<file path="config.mk">
export PLATFORM = sky130hd
export DESIGN_NAME = rf_pulse_deframer
export DESIGN_NICKNAME = d
export VERILOG_FILES = /design/src/rtl/rf_pulse_deframer.sv
export SDC_FILE = /design/constraint.sdc
export NUM_CORES = 1
export LEC_CHECK = 0
export CAP_MARGIN = 20
export CORE_ASPECT_RATIO = 1.2
export CORE_MARGIN = 1
export CORE_UTILIZATION = 58
export DETAILED_ROUTE_END_ITERATION = 8
export PLACE_DENSITY = 0.84
export SETUP_SLACK_MARGIN = 0.15
export SLEW_MARGIN = 20
export SYNTH_ARGS = -nofsm -noshare
export SYNTH_HDL_FRONTEND = slang
export SYNTH_SLANG_ARGS = --single-unit
</file>
<file path="constraint.sdc">
create_clock -name i_PCLK -period 7.2 [get_ports i_PCLK]
set_clock_uncertainty 0.05 [all_clocks]
set_input_delay 1.8 -clock i_PCLK [delete_from_list [all_inputs] [get_ports i_PCLK]]
set_output_delay 1.8 -clock i_PCLK [all_outputs]
set_load 0.02 [all_outputs]
</file>
<file path="src/rtl/rf_pulse_deframer.sv">
// RF pulse deframer: turns synchronized rfin rising edges into one bit per sh_en window,
// hunts a 64-bit shift register for the sync pattern and latches matching packets.
module rf_pulse_deframer #(
   parameter int unsigned      PKT_W     = 64,
   parameter logic [PKT_W-1:0] SYNC_MASK = 64'h7C00_001F_0000_0000,
   parameter logic [PKT_W-1:0] SYNC_PAT  = 64'h7C00_001F_0000_0000,
   parameter int unsigned      SYNC_STG  = 2
) (
   input  logic             i_PCLK,
   input  logic             i_PRESETn,
   input  logic             i_rx_en,
   input  logic             rfin,
   input  logic             sh_en,
   input  logic             i_pkt_ack,
   output logic [PKT_W-1:0] o_pkt_data,
   output logic             pkt_rec,
   output logic             o_pkt_valid,
   output logic             o_overrun,
   output logic [6:0]       o_bit_cnt,
   output logic [1:0]       o_state
);

   typedef enum logic [1:0] {
      ST_IDLE  = 2'd0,
      ST_HUNT  = 2'd1,
      ST_ARMED = 2'd2
   } state_t;

   localparam logic [6:0] FULL = 7'(PKT_W);

   state_t               state_q, state_d;
   logic [SYNC_STG-1:0]  sync_q, sync_d;
   logic                 sync_dly_q, sync_dly_d;
   logic [PKT_W-1:0]     sr_q, sr_d;
   logic                 hit_q, hit_d;
   logic [6:0]           cnt_q, cnt_d;
   logic [PKT_W-1:0]     data_q, data_d;
   logic                 valid_q, valid_d;
   logic                 ovr_q, ovr_d;
   logic                 rec_q, rec_d;

   logic                 rf_edge;
   logic [PKT_W-1:0]     sr_n;
   logic [6:0]           cnt_n;
   logic                 match;

   always_comb begin
      sync_d     = {sync_q[SYNC_STG-2:0], rfin};
      sync_dly_d = sync_q[SYNC_STG-1];
      rf_edge    = sync_q[SYNC_STG-1] & ~sync_dly_q;

      // An edge arriving with sh_en belongs to the window being closed.
      sr_n  = {sr_q[PKT_W-2:0], hit_q | rf_edge};
      cnt_n = (cnt_q == FULL) ? FULL : 7'(cnt_q + 7'd1);
      match = (cnt_n == FULL) && ((sr_n & SYNC_MASK) == SYNC_PAT);

      state_d = state_q;
      sr_d    = sr_q;
      hit_d   = hit_q;
      cnt_d   = cnt_q;
      data_d  = data_q;
      valid_d = valid_q;
      ovr_d   = ovr_q;
      rec_d   = 1'b0;

      if (i_pkt_ack) begin
         valid_d = 1'b0;
         ovr_d   = 1'b0;
      end

      if (!i_rx_en) begin
         state_d = ST_IDLE;
         sr_d    = '0;
         hit_d   = 1'b0;
         cnt_d   = '0;
      end else if (state_q == ST_IDLE) begin
         state_d = ST_HUNT;
         sr_d    = '0;
         hit_d   = 1'b0;
         cnt_d   = '0;
      end else begin
         hit_d = hit_q | rf_edge;
         if (sh_en) begin
            hit_d = 1'b0;
            sr_d  = sr_n;
            cnt_d = cnt_n;
            if (match) begin
               // Restart from an empty register so consecutive frames never overlap.
               sr_d  = '0;
               cnt_d = '0;
               if (!valid_q || i_pkt_ack) begin
                  data_d  = sr_n;
                  valid_d = 1'b1;
                  ovr_d   = 1'b0;
                  rec_d   = 1'b1;
               end else begin
                  ovr_d = 1'b1;
               end
            end
         end
         state_d = (cnt_d == FULL) ? ST_ARMED : ST_HUNT;
      end
   end

   always_ff @(posedge i_PCLK or negedge i_PRESETn) begin
      if (!i_PRESETn) begin
         state_q    <= ST_IDLE;
         sync_q     <= '0;
         sync_dly_q <= 1'b0;
         sr_q       <= '0;
         hit_q      <= 1'b0;
         cnt_q      <= '0;
         data_q     <= '0;
         valid_q    <= 1'b0;
         ovr_q      <= 1'b0;
         rec_q      <= 1'b0;
      end else begin
         state_q    <= state_d;
         sync_q     <= sync_d;
         sync_dly_q <= sync_dly_d;
         sr_q       <= sr_d;
         hit_q      <= hit_d;
         cnt_q      <= cnt_d;
         data_q     <= data_d;
         valid_q    <= valid_d;
         ovr_q      <= ovr_d;
         rec_q      <= rec_d;
      end
   end

   assign o_pkt_data  = data_q;
   assign pkt_rec     = rec_q;
   assign o_pkt_valid = valid_q;
   assign o_overrun   = ovr_q;
   assign o_bit_cnt   = cnt_q;
   assign o_state     = state_q;

endmodule

</file>
# Yosys cells after proc, flatten, opt, wreduce, memory -nomap -nowiden
# Cells that the tools add are included.
classes:
  n_mul: 0
  div_mod_pow: 0
  shift: 0
  muxes: 34
  n_eq_ne: 5
  reduce_logical: 5
  n_lt_le_gt_ge: 0
  addsub: 1
  bitwise: 4
ops:
  columns: ["cell", "count"]
  rows:
  - ["$mux W63", 4]
  - ["$mux W7", 7]
  - ["$eq A7 B7 Y1 const B", 3]
  - ["$mux W1", 20]
  - ["$eq A10 B10 Y1 const B", 1]
  - ["$add A7 B1 Y7 const B", 1]
  - ["$mux W2", 3]
  - ["$reduce_and A5 Y1", 1]
  - ["$ne A3 B1 Y1 const B", 1]
  - ["$logic_not A2 Y1", 1]
  - ["$not A1 Y1", 2]
  - ["$and A1 B1 Y1", 1]
  - ["$logic_and A1 B1 Y1", 1]
  - ["$logic_not A1 Y1", 1]
  - ["$logic_or A1 B1 Y1", 1]
  - ["$or A1 B1 Y1", 1]
word_totals:
  ram_bits: 0
  latchBits: 0
  n_memories: 0
  mem_bits_ro: 0
  register_bits: 143

# Logic depth before layout (Yosys ltp)
# Gate-level depths: netlist of run 1.
depth:
  ltp_word: 12
  depth_mapped: 9

# Worst setup path after synthesis of run 1
# No wires, ideal clock.
synth_timing:
  path_kind: "input port to flip-flop"
  startpoint: "input sh_en"
  endpoint: "register data_q[25], in the netlist o_pkt_data[25]"
  t_arrival_ns: 3.410
  stages: 8
  path_slack_ns: 3.615
  setup_ns: 0.125
  path_buffers: 3
  path_cell_list: "clkbuf_1 -> inv_1 -> nor2_1 -> nand3b_1 -> or4_4 -> buf_6 -> buf_6 -> mux2_4"
synth_via:
  elab_chain_cells: 1
synth_lines:
  columns: ["element", "line", "text"]
  rows:
  - ["start: declaration", "13", "input logic sh_en,"]
  - ["$reduce_and A5 Y1 (no source line)", null, null]
  - ["end signal: assignment", "124", "data_q <= data_d;"]
  - ["end: declaration", "37", "logic [PKT_W-1:0] data_q, data_d;"]
# Every way passes these cells.
# A chain may end at the register's enable or synchronous reset.

# Worst setup path in the final report of run 1
layout_timing:
  startpoint: "input sh_en"
  endpoint: "register data_q[38], in the netlist o_pkt_data[38]"
# Same word-level chain as after synthesis.

==> summary.txt, run 1 <==
Run status
  • Status: complete, no violations

CTS
  • CTS Root Cell: clkbuf_8
  • Post_cts resized: 0
  • CTS tree: done
  • Clk pin slew, worst setup/hold paths: 0.06 ns
  • Setup bufs post-CTS: 0
  • Hold buffer count at cts: 0
  • CTS Buffer Depth: 2
  • Clock tree sinks: 143
  • CTS H-tree depth: 4
  • TritonCTS Buffers: 17
  • Clk_lat worst skew: 0.51 ns

Setup path
  • Data required, critical path: 7.54 ns
  • Worst path slowest cell: or4_4
  • Setup CP Type: in2reg
  • Worst setup SP type: primary input
  • Worst Setup End Kind: flip-flop
  • Slowest stage delay, CP: 0.81 ns
  • Max FO, Critical Path: 66
  • CP arrival: 4.29 ns
  • Worst-path cell chain: clkdlybuf4s50_1 -> inv_1 -> nor2_1 -> nand3b_1 -> or4_4 -> mux2_4
  • Worst path top cell family by delay: simple AND/OR/NAND/NOR gates
  • Number of buffers and inverters on the critical path: 2

STA
  • Final Hold Fails: 0
  • RSZ-0062 raised after global routing: false
  • Setup TNS: 0 ns
  • Max Clk Rate: 253 MHz
  • Relative slew slack: 0.326
  • Final setup viols: 0
  • Period minus WS final: 3.95 ns
  • Setup ws final: 3.25 ns
  • Final Cycle Share: 0.548
  • Count of pins over their slew limit: 0
  • Worst slew pin tran: 1.01 ns

Logic synthesis
  • Post-synthesis cell count: 371
  • Mapped Area: 0.00556 mm^2
  • Post-synth top area cell: dfrtp_1
  • Distinct cells, synth: 42
  • Post-synth EDFFs: 0
  • Async S/R FF share, synth: 1.00
  • Synth Warn #: 0
  • Syn Area/Cell: 15.0 um^2
  • Top post-synthesis cells by area: dfrtp_1, a22o_1, mux2_4
  • Synth cell count leaders: dfrtp_1, a22o_1, mux2_4
  • Sequential fraction of the synthesis area: 0.644
  • Dominant synthesized flop cell: dfrtp_1
  • Yosys top cell area share: 0.644
  • Synthesis-stage register bit count: 143
  • Syn nets: 379
  • Count leader, synth: dfrtp_1

Die
  • Die W: 91.4 um
  • Die area: 0.00998 mm^2
  • Initial Util: 0.606
  • Die height: 109 um
  • Rows: 38
  • Ports: 82
  • Core area: 0.00918 mm^2

Global routing
  • Most used routing layer: met2
  • Largest net degree at the start of global routing: 85
  • Met2 Use GR: 0.391
  • Global route overflow: 0
  • Met3 Use GR: 0.0809
  • Initial antenna violation count: 0
  • Tot GR Track Use: 0.244
  • First-pass GRT wire length: 18.3 mm
  • M1 GR Usage: 0.317
  • Vias in the first global route: 3473

Route
  • Routed len/inst: 19.0 um
  • Drt pass-1 iters: 4
  • 1st-iter DRT viols: 225
  • Via-per-instance ratio: 5.88
  • Routed wire length: 11.1 mm
  • Remaining DRCs: 0
  • Remaining antenna violation count: 0
  • Via count: 3422

Final layout
  • Diode count: 0
  • Share of cells above drive strength 1: 0.206
  • Synth-to-Final Area Change: 26.3%
  • Fill cell count: 532
  • Final nets: 458
  • Post-layout util: 0.765

Placement
  • Port Buffers: 81
  • DP Wirelength: 6.26 mm
  • Worst slack, placed: 2.75 ns
  • RePlAce Congestion: 0.889

Pwr
  • Sw Pwr: 351 uW
  • Switching fraction of total power: 0.204
  • Internal power: 1370 uW
  • Leakage: 0.00341 uW
  • Logic pwr share: 0.023
  • PwrDens: 245 mW/mm^2
  • Sequential power share: 0.470
  • Clock group share of total power: 0.507
  • Worst vdd ir: 0.191 mV
  • Final Power: 1720 uW

Job
  • Max_cap viols: 0

Worst hold path
  • Worst hold path type: reg2reg
[power by group through the flow]
| stage | registers [uW] | logic [uW] | clock network (uW) |
|---|---|---|---|
| CTS | 807 | 40.0 | 888 |
| global route | 807 | 44.7 | 919 |
| finish | 807 | 39.0 | 871 |
| detailed placement | 822 | 39.7 | 0 |
| global placement | 822 | 38.6 | 0 |
| floorplan | 822 | 14.5 | 0 |
[metal layers]
layer,part of all wire,up-vias
met5,0,-
met4,0.012,0
met3,0.050,21
met2,0.50,95
met1,0.44,1781
li1,-,1525
[area by class of cell]
class,count,area [um^2],area share
multi-input cells,196,1830,0.260
flip-flops and latches,143,3580,0.510
well taps,120,150,0.0214
clock inverters,10,136,0.0194
repair buffers,85,842,0.120
clock buffers,21,459,0.0654
inverters,7,26.3,0.00374
[kinds of logic after synthesis]
family                   count (synthesis)  synth area share
adder cells (fa/ha/maj)                  2           0.00450
XOR/XNOR                                 6           0.00946
buffers and inverters                   32            0.0290
multiplexers                            56             0.132
flip-flops                             143             0.644
AND/OR/NAND/NOR                         47            0.0484
AO/OA/AOI/OAI                           85             0.133
[registers in the layout (all words and copies together) (netlist names)]
| register | count |
|---|---|
| sr_q | 63 |
| o_overrun | 1 |
| o_bit_cnt | 7 |
| sync_q | 2 |
| o_pkt_valid | 1 |
| o_pkt_data | 64 |
| pkt_rec | 1 |
| o_state | 2 |
| hit_q | 1 |
| sync_dly_q | 1 |
[placed cells by master, fill, tap and decap left out, drive strengths merged, types with 2 or more instances in the layout]
cell type	count
or3	2
a21oi	3
nor3	2
clkinv	4
nand2	2
clkbuf	21
inv	7
clkdlybuf4s50	80
nor2	10
mux2	54
o21ai	3
ha	2
nand4	5
a22o	63
mux2i	2
buf	5
o41a	2
xor2	5
nand2b	14
dfrtp	143
bufinv	3
clkinvlp	3
nand3	5
o31ai	2
nand3b	3
[path summary, 6_finish.rpt]
check / to / slack [ns] / cells after the start / start
setup / recovery: o_pkt_data[38] / 3.25 / 6 / sh_en
hold / removal: sync_q[1] / 0.31 / 0 / sync_q[0]
setup reg to reg: o_pkt_data[38] / 3.80 / 7 / o_bit_cnt[0]
hold reg to reg: sync_q[1] / 0.31 / 0 / sync_q[0]
max in group asynchronous: sr_q[28] / 4.61 / 2 / i_PRESETn
min in group asynchronous: sr_q[17] / 1.27 / 1 / i_PRESETn
[metrics by stage]
| step | hold slack (ns) | instances | cell area [um^2] |
|---|---|---|---|
| final | 0.305 | 582 | 7020 |
| after floorplan | 0.281 | 371 | 5560 |
| after detailed placement | 0.293 | 551 | 6420 |
| after global routing | 0.308 | 582 | 7020 |
| after CTS | 0.301 | 582 | 7020 |
| after global placement | 0.284 | 551 | 6420 |
No activity file was read; power rests on OpenSTA's default activity.
==> run 2: changes to the inputs <==
--- a/config.mk
+++ b/config.mk
@@ -8,9 +8,9 @@
 export CAP_MARGIN = 20
 export CORE_ASPECT_RATIO = 1.2
 export CORE_MARGIN = 1
-export CORE_UTILIZATION = 58
+export CORE_UTILIZATION = 54
 export DETAILED_ROUTE_END_ITERATION = 8
-export PLACE_DENSITY = 0.84
+export PLACE_DENSITY = 0.79
 export SETUP_SLACK_MARGIN = 0.15
 export SLEW_MARGIN = 20
 export SYNTH_ARGS = -nofsm -noshare
==> constraint.sdc (replaced) <==
create_clock -name i_PCLK -period 4 [get_ports i_PCLK]
set_clock_uncertainty 0.05 [all_clocks]
set_input_delay 1 -clock i_PCLK [delete_from_list [all_inputs] [get_ports i_PCLK]]
set_output_delay 1 -clock i_PCLK [all_outputs]
set_load 0.02 [all_outputs]
==> run 2 against run 1 <==
  * Sequential share of layout area is 0.23 points lower
  * Utilization shrank 6.1 points
  * Worst hold slack got worse by 0.0091 ns
  * Clock power up 80%
  * Register-to-register slack lost 3.1 ns
  * Worst setup slack worse by 2.6 ns
  * Sequential power grew 80%
  * First-iteration DRC count increased by 7.6%
  * Clock-buffer cell count down 2
  * Critical path type is now reg2reg
  * Largest cell class unchanged
==> summary.txt, run 2 (synthesis gave the netlist of run 1 again) <==
Global routing
  • Tot GR Track Use: 0.216 (-0.0280)
  • First-pass GRT wire length: 17.7 mm (-3.2%)
  • Largest net degree at the start of global routing: 128 (+51%)
  • Vias in the first global route: 3551 (+2.2%)
  • Global route overflow: 0 (unchanged)
  • Initial antenna violation count: 0 (unchanged)

CTS
  • Clk_lat worst skew: 0.41 ns (-0.10 ns)
  • TritonCTS Buffers: 17 (unchanged)
  • CTS Buffer Depth: 2 (unchanged)
  • Hold buffer count at cts: 0 (unchanged)
  • Post_cts resized: 0 (unchanged)
  • Clock tree sinks: 143 (unchanged)
  • CTS H-tree depth: 4 (unchanged)
  • CTS tree: done
  • Setup bufs post-CTS: 0 (unchanged)
  • Clk pin slew, worst setup/hold paths: 0.06 ns (about the same)
  • CTS Root Cell: clkbuf_16

Setup path
  • Worst path slowest cell: or4_4
  • Number of buffers and inverters on the critical path: 1 (-1)
  • Flop2flop setup slack: 0.67 ns (-3.13 ns)
  • Worst path top cell family by delay: simple AND/OR/NAND/NOR gates
  • Slowest stage delay, CP: 1.00 ns (+0.19 ns)
  • Max FO, Critical Path: 62 (-6.1%)
  • Data required, critical path: 4.24 ns (-3.30 ns)
  • Worst-path cell chain: inv_2 -> ha_1 -> nand3b_1 -> a2111oi_4 -> o2111ai_1 -> or4_4 -> mux2_4
  • Setup CP Type: reg2reg
  • Worst setup SP type: flip-flop
  • Worst Setup End Kind: flip-flop
  • CP arrival: 3.57 ns (-0.72 ns)

Job
  • Max_cap viols: 0 (unchanged)

Die
  • Rows: 40 (+5.3%)
  • Initial Util: 0.555 (-0.0504)
  • Die area: 0.0107 mm^2 (+7.3%)
  • Die W: 94.6 um (+3.6%)
  • Core area: 0.0100 mm^2 (+9.1%)
  • Die height: 113 um (+3.6%)
  • Ports: 82 (unchanged)

Route
  • Remaining DRCs: 0 (unchanged)
  • 1st-iter DRT viols: 242 (+7.6%)
  • Via-per-instance ratio: 5.73 (-2.6%)
  • Routed len/inst: 17.8 um (-6.5%)
  • Routed wire length: 10.5 mm (-5.2%)
  • Remaining antenna violation count: 0 (unchanged)
  • Drt pass-1 iters: 4 (unchanged)
  • Via count: 3378 (-1.3%)

Pwr
  • PwrDens: 440 mW/mm^2 (+80%)
  • Worst vdd ir: 0.303 mV (+59%)
  • Final Power: 3100 uW (+80%)
  • Leakage: 0.00343 uW (+0.46%)

STA
  • Count of pins over their slew limit: 0 (unchanged)
  • Relative slew slack: 0.354 (+0.0274)
  • RSZ-0062 raised after global routing: false
  • Worst slew pin tran: 0.970 ns (-0.0412 ns)
  • Final Cycle Share: 0.832
  • Max Clk Rate: 301 MHz
  • Final Hold Fails: 0 (unchanged)
  • Period minus WS final: 3.33 ns
  • Setup TNS: 0 ns (unchanged)
  • Final setup viols: 0 (unchanged)

Worst hold path
  • Worst hold path type: reg2reg

Final layout
  • Finished Cell Area: 0.00705 mm^2 (+0.45%)
  • Share of cells above drive strength 1: 0.211 (+0.00558)
  • Synth-to-Final Area Change: 26.9%
  • Final nets: 461 (+0.66%)
  • Largest register FFs: 64 (unchanged)
  • Commonest non-fill, non-tap cell in the layout: dfrtp_1
  • Diode count: 0 (unchanged)
  • Most frequent cells in the layout: dfrtp_1, clkdlybuf4s50_1, a22o_1

Placement
  • DP Wirelength: 5.99 mm (-4.4%)
  • Port Buffers: 81 (unchanged)
  • Placed cell area: 0.00645 mm^2 (+0.47%)
  • RePlAce Congestion: 0.765 (-14%)

Run status
  • Status: complete, no violations
## run 2: path summary, 6_finish.rpt
| kind | startpoint | endpoint | cells past startpoint |
|---|---|---|---|
| min in group asynchronous | i_PRESETn | o_pkt_data[5] | 1 |
| max in group asynchronous | i_PRESETn | o_pkt_data[22] | 2 |
| max reg2reg | o_bit_cnt[0] | o_pkt_data[53] | 7 |
| min | sync_q[0] | sync_q[1] | 0 |
| max | o_bit_cnt[0] | o_pkt_data[53] | 7 |
| min reg2reg | sync_q[0] | sync_q[1] | 0 |
## run 2: metal layers
metal	vias up	global-route usage	routed length (um)
met1	1747	0.282	4550
met4	0	0.0838	182
met5	-	0	0
met3	17	0.0739	536
met2	92	0.331	5240
li1	1522	-	-
## run 2: report_power, final
part	internal (uW)	total (uW)	switching, uW
Sequential	1450	1450	3.24
Clock	1000	1570	572
Combinational	16.9	71.9	55.0
Total	2470	3100	631
## run 2: metrics by stage
step                std cells  setup slack [ns]  utilization  hold WS (ns)
finish                    590             0.673        0.704         0.296
CTS                       590             0.673        0.704         0.299
global placement          560             0.678        0.645         0.288
detailed placement        560             0.624        0.645         0.287
floorplan                 371              1.12            -         0.281
global route              590             0.512        0.704         0.310
## run 2: area by class of cell
| class | instances | area [um^2] |
|---|---|---|
| clock buffer | 19 | 453 |
| tap | 126 | 158 |
| fill | 699 | 2960 |
| sequential | 143 | 3580 |
| multi-input combinational | 196 | 1830 |
| clock inverter | 11 | 141 |
| timing repair buffer | 88 | 867 |
| inverter | 7 | 26.3 |
==> run 3: changes to the inputs <==
--- a/config.mk
+++ b/config.mk
@@ -8,9 +8,9 @@
 export CAP_MARGIN = 20
 export CORE_ASPECT_RATIO = 1.2
 export CORE_MARGIN = 1
-export CORE_UTILIZATION = 54
+export CORE_UTILIZATION = 48
 export DETAILED_ROUTE_END_ITERATION = 8
-export PLACE_DENSITY = 0.79
+export PLACE_DENSITY = 0.74
 export SETUP_SLACK_MARGIN = 0.15
 export SLEW_MARGIN = 20
 export SYNTH_ARGS = -nofsm -noshare
==> constraint.sdc (replaced) <==
create_clock -name i_PCLK -period 3 [get_ports i_PCLK]
set_clock_uncertainty 0.05 [all_clocks]
set_input_delay 0.75 -clock i_PCLK [delete_from_list [all_inputs] [get_ports i_PCLK]]
set_output_delay 0.75 -clock i_PCLK [all_outputs]
set_load 0.02 [all_outputs]
==> run 3 against run 2 <==
  * Non-clock buffer count rose by 6
  * Die area rose by 12%
  * Critical path depth rose by 1
  * Sequential share of layout area fell by 1.0 points
  * Combinational power rose by 43%
  * Largest cell class unchanged
  * First-iteration DRC count fell by 34%
  * Utilization fell by 5.8 points
  * Power rose by 35%
  * Register-to-register slack got worse by 0.41 ns
  * Clock power rose by 37%
  * Final area rose by 2.1%
  * Sequential power rose by 34%
  * Highest routed layer unchanged
==> summary.txt, run 3 (synthesis gave the netlist of run 1 again) <==
Global routing
  • Tot GR Track Use: 0.189 (-0.0268)
  • Largest net degree at the start of global routing: 71 (-45%)
  • Global route overflow: 0 (unchanged)
  • Vias in the first global route: 3458 (-2.6%)
  • Initial antenna violation count: 0 (unchanged)
  • First-pass GRT wire length: 17.4 mm (-1.6%)

Pwr
  • Final Power: 4190 uW (+35%)
  • Internal power: 3310 uW (+34%)
  • Logic pwr share: 0.025 (+0.002)
  • Sequential power share: 0.462 (-0.007)
  • Worst vdd ir: 0.375 mV (+24%)
  • Sw Pwr: 878 uW (+39%)
  • Leakage: 0.00348 uW (+1.4%)
  • Clock group share of total power: 0.514 (+0.006)
  • Switching fraction of total power: 0.210 (+0.00612)
  • PwrDens: 582 mW/mm^2 (+32%)

Placement
  • Port Buffers: 81 (unchanged)
  • RePlAce Congestion: 0.909 (+19%)
  • DP Wirelength: 6.35 mm (+6.0%)
  • Placed cells: 593 (+5.9%)

STA
  • Setup TNS: 0 ns (unchanged)
  • Worst slew pin tran: 0.601 ns (-0.369 ns)
  • Final Hold Fails: 0 (unchanged)
  • RSZ-0062 raised after global routing: false
  • Final setup viols: 0 (unchanged)
  • Count of pins over their slew limit: 0 (unchanged)
  • Relative slew slack: 0.594 (+0.241)
  • Max Clk Rate: 366 MHz (+22%)
  • Period minus WS final: 2.73 ns (-0.593 ns)
  • Final Cycle Share: 0.911 (+0.0796)

Job
  • Max_cap viols: 0 (unchanged)

Worst hold path
  • Worst hold path type: in2async

CTS
  • Clk_lat worst skew: 0.41 ns (about the same)
  • CTS Buffer Depth: 2 (unchanged)
  • CTS H-tree depth: 4 (unchanged)
  • Clock tree sinks: 143 (unchanged)
  • CTS tree: done
  • CTS Root Cell: clkbuf_16
  • Clk pin slew, worst setup/hold paths: 0.06 ns (about the same)
  • TritonCTS Buffers: 17 (unchanged)

Die
  • Ports: 82 (unchanged)
  • Rows: 42 (+5.0%)
  • Core area: 0.0111 mm^2 (+11%)
  • Die area: 0.0120 mm^2 (+12%)
  • Initial Util: 0.499 (-0.0564)
  • Die height: 120 um (+6.0%)
  • Die W: 100 um (+5.9%)

Setup path
  • Flop2flop setup slack: 0.27 ns (-0.41 ns)
  • Max FO, Critical Path: 42 (-32%)
  • Worst Setup End Kind: flip-flop
  • Data required, critical path: 3.25 ns (-0.99 ns)
  • Setup CP Type: reg2reg
  • Worst setup SP type: flip-flop
  • CP arrival: 2.98 ns (-0.59 ns)

Final layout
  • Diode count: 0 (unchanged)
  • Most frequent cells in the layout: dfrtp_1, clkdlybuf4s50_1, a22o_1
  • Cell Count, Final, Fillers Out: 626 (+6.1%)
  • Synth-to-Final Area Change: 29.5%
  • Share of cells above drive strength 1: 0.229 (+0.0176)
  • Fill cell count: 851 (+22%)
  • Largest register FFs: 64 (unchanged)
  • Commonest non-fill, non-tap cell in the layout: dfrtp_1
  • Final nets: 467 (+1.3%)

Route
  • Via count: 3386 (+0.24%)
  • Drt pass-1 iters: 4 (unchanged)
  • Remaining DRCs: 0 (unchanged)
  • Routed wire length: 10.2 mm (-2.7%)
  • Remaining antenna violation count: 0 (unchanged)
  • Routed len/inst: 16.3 um (-8.3%)
  • Via-per-instance ratio: 5.41 (-5.5%)
  • 1st-iter DRT viols: 159 (-34%)

Run status
  • Status: complete, no violations
==> run 3: repair_timing <==
action	CTS	global route
setup buffers	0	1
hold buffers	0	0
setup endpoints to repair	0	50
gates resized for setup	0	2
==> run 3: critical path: stages (launching register included) <==
cell,delay (ns)
dfrtp_2,0.41
inv_2,0.10
ha_1,0.27
nand3b_1,0.21
a2111oi_4,0.23
o2111ai_2,0.19
or4_4,0.59
buf_12,0.20
mux2_4,0.33
==> run 3: power by group through the flow <==
stage	Clock [uW]	Sequential [uW]	Combinational (uW)
CTS	2190	1940	106
global route	2270	1940	117
finish	2150	1940	103
global placement	0	1970	104
detailed placement	0	1970	106
floorplan	0	1970	34.7
==> run 3: final timing paths <==
check / cells past startpoint / to / from
max in group asynchronous: 2 / o_pkt_data[40] / i_PRESETn
worst min register to register: 0 / sync_q[1] / sync_q[0]
min in group i_PCLK: 0 / sync_q[1] / sync_q[0]
worst max register to register: 8 / o_pkt_data[55] / o_bit_cnt[0]
worst min-delay path: 1 / o_pkt_data[19] / i_PRESETn
worst max-delay path: 8 / o_pkt_data[55] / o_bit_cnt[0]
==> run 3: metrics by stage <==
stage | cell area, um^2 | worst slack (ns) | hold slack [ns] | utilization
finish | 7200 | 0.266 | 0.174 | 0.646
floorplan | 5560 | 0.190 | 0.281 | -
detailed placement | 6570 | 0.151 | 0.296 | 0.589
global placement | 6570 | 0.209 | 0.287 | 0.589
CTS | 7180 | 0.191 | 0.174 | 0.644
global route | 7200 | 0.185 | 0.190 | 0.646
==> run 3: cell type report <==
cell class                 instances  area [um^2]  area share
sequential                       143         3580       0.497
multi-input combinational        196         1830       0.255
timing repair buffer              94          951       0.132
clock buffer                      19          453      0.0629
tap                              154          193      0.0268
clock inverter                    13          161      0.0224
inverter                           7         26.3     0.00365
==> run 3: layer usage <==
metal / wire length [um] / GRT usage
met1: 4530 / 0.248
met4: 189 / 0.0815
met2: 4940 / 0.292
met5: 0 / 0
met3: 564 / 0.0559
